`src/rtl/digest_serializer.sv`:
```
// digest_serializer: sends a 512-bit SHA3-512 digest to the host as 16-bit words.
// Words go out MSB first. Each word advances on a rising edge of the asynchronous
// host acknowledge, after that edge has been synchronised into clk.
module digest_serializer #(
  parameter int DIGEST_W    = 512,
  parameter int WORD_W      = 16,
  parameter int NUM_WORDS   = 32,
  parameter int SYNC_STAGES = 2
) (
  input  logic                clk,
  input  logic                reset,
  input  logic                go,
  input  logic                kill,
  input  logic [DIGEST_W-1:0] digest,
  input  logic                host_ack,
  output logic [WORD_W-1:0]   dout,
  output logic                valid,
  output logic                busy,
  output logic                done
);

  localparam int CNT_W = (NUM_WORDS > 1) ? $clog2(NUM_WORDS) : 1;
  localparam logic [CNT_W-1:0] LAST_WORD = CNT_W'(NUM_WORDS - 1);

  typedef enum logic [1:0] {
    IDLE   = 2'd0,
    SEND   = 2'd1,
    FINISH = 2'd2
  } stateT;

  stateT                  state;
  logic [DIGEST_W-1:0]    shiftReg;
  logic [CNT_W-1:0]       wordCount;
  logic [SYNC_STAGES-1:0] ackSync;
  logic                   ackPrev;
  logic                   syncLast;
  logic                   ackRise;

  // The last synchroniser stage is the clean, clk-domain copy of host_ack.
  assign syncLast = ackSync[SYNC_STAGES-1];
  // One-cycle strobe on a low-to-high transition of the synchronised acknowledge.
  assign ackRise  = syncLast & ~ackPrev;

  // Synchronise host_ack and keep its previous value; this runs in every state so
  // a level held high across a go never looks like a fresh edge.
  always_ff @(posedge clk or posedge reset) begin
    if (reset) begin
      ackSync <= {SYNC_STAGES{1'b0}};
      ackPrev <= 1'b0;
    end else begin
      ackSync <= {ackSync[SYNC_STAGES-2:0], host_ack};
      ackPrev <= syncLast;
    end
  end

  // Transfer state machine: load on go, advance one word per ack edge, pulse done.
  always_ff @(posedge clk or posedge reset) begin
    if (reset) begin
      state     <= IDLE;
      shiftReg  <= {DIGEST_W{1'b0}};
      wordCount <= {CNT_W{1'b0}};
      dout      <= {WORD_W{1'b0}};
      valid     <= 1'b0;
      busy      <= 1'b0;
      done      <= 1'b0;
    end else if (kill) begin
      // Abort wins over go and over any pending ack edge; no done pulse.
      state     <= IDLE;
      shiftReg  <= {DIGEST_W{1'b0}};
      wordCount <= {CNT_W{1'b0}};
      dout      <= {WORD_W{1'b0}};
      valid     <= 1'b0;
      busy      <= 1'b0;
      done      <= 1'b0;
    end else begin
      case (state)
        IDLE: begin
          done <= 1'b0;
          if (go) begin
            shiftReg  <= digest;
            dout      <= digest[DIGEST_W-1 -: WORD_W];
            wordCount <= {CNT_W{1'b0}};
            valid     <= 1'b1;
            busy      <= 1'b1;
            state     <= SEND;
          end else begin
            valid <= 1'b0;
            busy  <= 1'b0;
          end
        end

        SEND: begin
          valid <= 1'b1;
          busy  <= 1'b1;
          done  <= 1'b0;
          if (ackRise) begin
            if (wordCount != LAST_WORD) begin
              // The word after the current one sits just below the top slot.
              shiftReg  <= shiftReg << WORD_W;
              dout      <= shiftReg[DIGEST_W-WORD_W-1 -: WORD_W];
              wordCount <= wordCount + {{(CNT_W-1){1'b0}}, 1'b1};
            end else begin
              // Last word acknowledged: clear the bus and flag completion.
              dout  <= {WORD_W{1'b0}};
              valid <= 1'b0;
              busy  <= 1'b0;
              done  <= 1'b1;
              state <= FINISH;
            end
          end else begin
            state <= SEND;
          end
        end

        FINISH: begin
          // done was raised on entry; it lasts exactly this one cycle.
          done  <= 1'b0;
          valid <= 1'b0;
          busy  <= 1'b0;
          state <= IDLE;
        end

        default: begin
          state     <= IDLE;
          shiftReg  <= {DIGEST_W{1'b0}};
          wordCount <= {CNT_W{1'b0}};
          dout      <= {WORD_W{1'b0}};
          valid     <= 1'b0;
          busy      <= 1'b0;
          done      <= 1'b0;
        end
      endcase
    end
  end

endmodule
```
`config.mk`:
```
export PLATFORM = sky130hd
export DESIGN_NAME = digest_serializer
export DESIGN_NICKNAME = d
export VERILOG_FILES = /design/src/rtl/digest_serializer.sv
export SDC_FILE = /design/constraint.sdc
export NUM_CORES = 1
export LEC_CHECK = 0
export BUFFER_PORTS_ARGS = -buffer_cell sky130_fd_sc_hd__buf_2
export CORE_AREA = 2 2 218 220
export CTS_CLUSTER_SIZE = 8
export DETAILED_ROUTE_END_ITERATION = 6
export DIE_AREA = 0 0 220 222
export PLACE_DENSITY = 0.83
export SLEW_MARGIN = 20
export SYNTH_ARGS = -nofsm -noshare
export SYNTH_HDL_FRONTEND = slang
export SYNTH_SLANG_ARGS = --single-unit
```
`constraint.sdc`:
```
create_clock -name clk -period 36.3 [get_ports clk]
set_input_delay 5.445 -clock clk [delete_from_list [all_inputs] [get_ports clk]]
set_output_delay 5.445 -clock clk [all_outputs]
set_load 0.01 [all_outputs]
```
Word-level counts from Yosys, hierarchy flattened
Index checks and enable logic that the tools add are counted.

RAM bits: 0. Latch bits: 0. Memories: 0. Flip-flop bits (word level): 524. Logic and storage cells: 52. Input bits: 517. Output and inout port bits: 19. Bits in read-only memories: 0.

Shifts and indexed selects: 0. Multipliers: 0. Reductions and logical operators: 4. Add/subtract/negate cells: 1. Multiplexer cells: 29. Bitwise logic cells: 2. Eq/ne operators: 8. Divide/modulo/power cells: 0. Magnitude comparators: 0.

Operator list (count): $mux 496 (4); $pmux 496 s3 (1); $mux 16 (4); $pmux 16 s3 (1); $mux 5 (4); $pmux 5 s3 (1); $ne 3x3->1 const B (3); $mux 1 (8); $mux 2 (4); $add 5x1->5 const B (1); $ne 5x5->1 const B (1); $ne 4x4->1 const B (1); $pmux 2 s2 (1); $reduce_and 4->1 (1); $reduce_and 3->1 (1); $eq 2x1->1 const B (1); $eq 2x2->1 const B (1); $logic_not 2->1 (1); $ne 2x2->1 const B (1); $pmux 1 s2 (1); $reduce_and 2->1 (1); $and 1x1->1 (1); $not 1->1 (1).

Longest topological paths before layout
Depth after elaboration: 5. Depth in mapped cells: 10. Depth with buffers taken out: 7.

Least setup slack after synthesis
Ideal clock, no wire load.

Path kind: input to register. Start: input go. End: register shiftReg[343]. Data required time: 36.165 ns. Path slack: 29.603 ns. Stages on the path: 5. Arrival: 6.563 ns. Setup time: 0.135 ns. Path buffers: 2. Cells stage by stage: nor3b_1 > a2111oi_4 > buf_2 > clkbuf_1 > o31ai_1.

Longest elaborated chain between the ends: 2.

Ends and longest elaborated chain: from (decl) (RTL line 12) `input logic go,`; $ne 3x3->1 (no line); $reduce_and 4->1 (no line); to (signal assigned) (RTL line 60) `shiftReg <= {DIGEST_W{1'b0}};`; to (signal assigned) (RTL line 69) `shiftReg <= {DIGEST_W{1'b0}};`; to (signal assigned) (RTL line 80) `shiftReg <= digest;`; to (decl) (RTL line 32) `logic [DIGEST_W-1:0] shiftReg;`.

Every way passes these cells. A chain may end at the register's enable or synchronous reset.

Worst setup path in the final report
Start: input go. End: register shiftReg[65].

The elaborated chain is that of the path after synthesis.

==> impl_metrics.toml <==
[synthesis]
netlist_top_cells_area = "dfrtp_1 (52%), mux2i_1 (19%), o31ai_1 (14%)"
postSynthCellCount = 2345
synth_xor_area_share_pct = 0
synth-compound-area-share_pct = 15.3
synth-main-ff-cell = "dfrtp_1"
yosysTopAreaCell = "dfrtp_1"
synth_edf_count = 0
syn_area_per_cell_sq_um = 10.8
syn-num-nets = 2864
synth_top_area_share_pct = 51.8
synth_fa_ha_area_share_pct = 0.0989
synth-seq-cells = 524
synth_area_sq_mm = 0.0253
muxShareOfSynthArea_pct = 19.7
synth_top_family_by_area = "multiplexers"
synth-simple-area-share_pct = 8.89
synthArstFlopShare_pct = 100
seq_area_frac_synth_pct = 51.8
synth_cell_types = 35
synth_warnings = 0

[global_routing]
antenna_found_initial = 30
grt_max_degree = 288
grt_pass1_wl_mm = 114
grt_pass1_vias = 20037
grt_overflow = 0
grt_use_total_pct = 30.0

[timing]
period_needed_ns = 8.59
timing.fmax_mhz = 116
fin_crit_sh_pct = 23.7
rsz0062_at_grt = "false"
worst_slew_pin_slew_ns = 1.13
setup_viol = 0
hold_ws_ns = 0.349
drv_slew = 0
fin_skew_ns = 0.0129
final.setup.tns_ns = 0
hold_viol = 0
slew_headroom_pct = 24.9

[critical_path]
critPathKind = "input port to flip-flop"
endpoint_kind = "flip-flop"
critPathRequiredTime_ns = 36.72
path_max_fanout = 272
cp.arrival_ns = 9.01
startpoint_type = "input port"

[floorplanning]
core_region_area_sq_mm = 0.0463
core.rowCount = 79
ios = 536
fp.dieH_um = 222
dieWidth_um = 220
initial_core_util_pct = 54.7
die-area_sq_mm = 0.0488

[cts]
tritoncts = "built"
htree_levels = 3
cts-root-buf = "clkbuf_16"
clock-sinks = 524
post_cts_resized = 0
clock_insertion_delay_worst_skew_ns = 0.59
clock_path_buffers = 3
cts.clk_slew.worst_paths_ns = 0.05
postCtsSetupRepairBufs = 0
postCtsHoldBufs = 0
cts_buffers = 75

[finish]
nNetsFinal = 3269
syn_to_final_growth_pct = 19.0
fill_cells = 3511
drive_gt1_share_pct = 24.1

[placement]
port_buffers = 535
globalplace.congestion = 0.906
dpl.hpwl_mm = 50.5

[drt]
drt_iter0_drc = 2161
drt_wl_total_mm = 74.8
vias = 20158
drc = 0
wl_per_cell_um = 22.1
final_antenna_net_count = 0
avgViaCountPerCell = 5.95
drtPass1Iterations = 5

[worst_hold_path]
min_path_type = "flip-flop to flip-flop"

[power]
switching_share_pct = 26.6
combinationalPowerShare_pct = 13.7
power.density_mw_per_mm2 = 50.2
intPower_mw = 1.11
p_switching_mw = 0.402
p_clk_share_pct = 41.4
power.leakage_nw = 13.9
vdd_drop_max_v = 0.0000484
seqPwrFrac_pct = 44.9

[outcome]
status = "finished clean"

[flow_run]
maxCapViolCount = 0
cell usage after synthesis, types with 2 or more instances:
library cell and number:
o31ai_1 480, ha_1 2, o21ai_1 7, buf_2 109, mux2i_1 480, mux2_2 16
dfrtp_1 524, buf_4 8, nand2b_1 16, buf_1 18, a32o_1 3, o21ai_0 10
a311oi_1 2, inv_1 5, nor2_1 5, clkbuf_1 94, nand2_1 516, nand3b_1 16
nor3b_1 2, a21oi_1 17
kinds of logic after synthesis:
| family | count (synthesis) |
|---|---|
| compound gates | 524 |
| buf+inv | 236 |
| mux | 496 |
| flops | 524 |
| simple gates | 563 |
| fa+ha+maj | 2 |
cell usage in the layout (no fill, tap or decap), types with 2 or more instances in the layout:
| master | count |
|---|---|
| a21oi_1 | 17 |
| a311oi_1 | 2 |
| a32o_1 | 3 |
| buf_12 | 5 |
| buf_16 | 3 |
| buf_2 | 535 |
| buf_4 | 16 |
| clkbuf_16 | 79 |
| clkbuf_8 | 2 |
| dfrtp_1 | 523 |
| diode_2 | 24 |
| ha_1 | 2 |
| inv_1 | 4 |
| mux2_2 | 16 |
| mux2i_1 | 480 |
| nand2_1 | 516 |
| nand2b_1 | 16 |
| nand3b_1 | 16 |
| nor2_1 | 4 |
| nor3b_1 | 2 |
| o21ai_0 | 10 |
| o21ai_1 | 7 |
| o31ai_1 | 480 |
metrics by stage:
step                utilization (%)  cells  area [sq um]  setup slack [ns]  power [mW]
floorplan                         -   2345         25300             16.21       0.815
CTS                            64.8   3360         30000             27.83        1.52
global route                   65.1   3379         30100             27.46        1.57
global placement               60.4   3277         27900             27.31       0.881
detailed placement             60.4   3277         27900             27.22       0.891
finish                         65.1   3387         30100             27.71        1.51
worst max-delay path: stages:
cell	delay (ns)
buf_2	0.12
nor3b_1	0.18
a2111oi_4	0.39
buf_4	0.72
buf_4	0.88
buf_12	0.66
o31ai_1	0.23
sequential cells by signal (all words and copies together) (netlist names):
name       flops
done           1
ackSync        2
wordCount      5
shiftReg     496
ackPrev        1
busy           1
dout          16
state          2
metal layers:
layer / track usage (%) / share of wire (%)
met5: 0 / 0.18
met4: 13.2 / 4.2
met3: 7.78 / 8.5
met2: 48.0 / 48
met1: 38.3 / 39
final timing paths:
check | startpoint | to | slack, ns | depth (start not counted)
min | ackSync[0] | ackSync[1] | 0.35 | 0
min in group asynchronous | reset | shiftReg[137] | 5.02 | 2
max in group asynchronous | reset | shiftReg[317] | 29.02 | 4
max | go | shiftReg[65] | 27.71 | 7
min reg2reg | ackSync[0] | ackSync[1] | 0.35 | 0
max reg2reg | wordCount[0] | shiftReg[65] | 31.05 | 9
layout make-up:
cell class	instances	area (sq um)	share of cell area [%]
clock buffers	82	2010	6.67
multi-input cells	1585	11200	37.0
flip-flops and latches	524	13100	43.6
diodes	24	60.1	0.199
clock inverters	1	8.76	0.0291
repair buffers	559	2980	9.90
inverters	5	26.3	0.0872
well taps	607	759	2.52
power by group through the flow:
stage | Combinational, mW | Clock [mW] | Sequential (mW)
final | 0.208 | 0.626 | 0.679
after global routing | 0.228 | 0.659 | 0.683
after CTS | 0.205 | 0.633 | 0.679
after detailed placement | 0.204 | 0 | 0.687
after global placement | 0.196 | 0 | 0.684
after floorplan | 0.143 | 0 | 0.672
(Power assumes the default switching activity.)
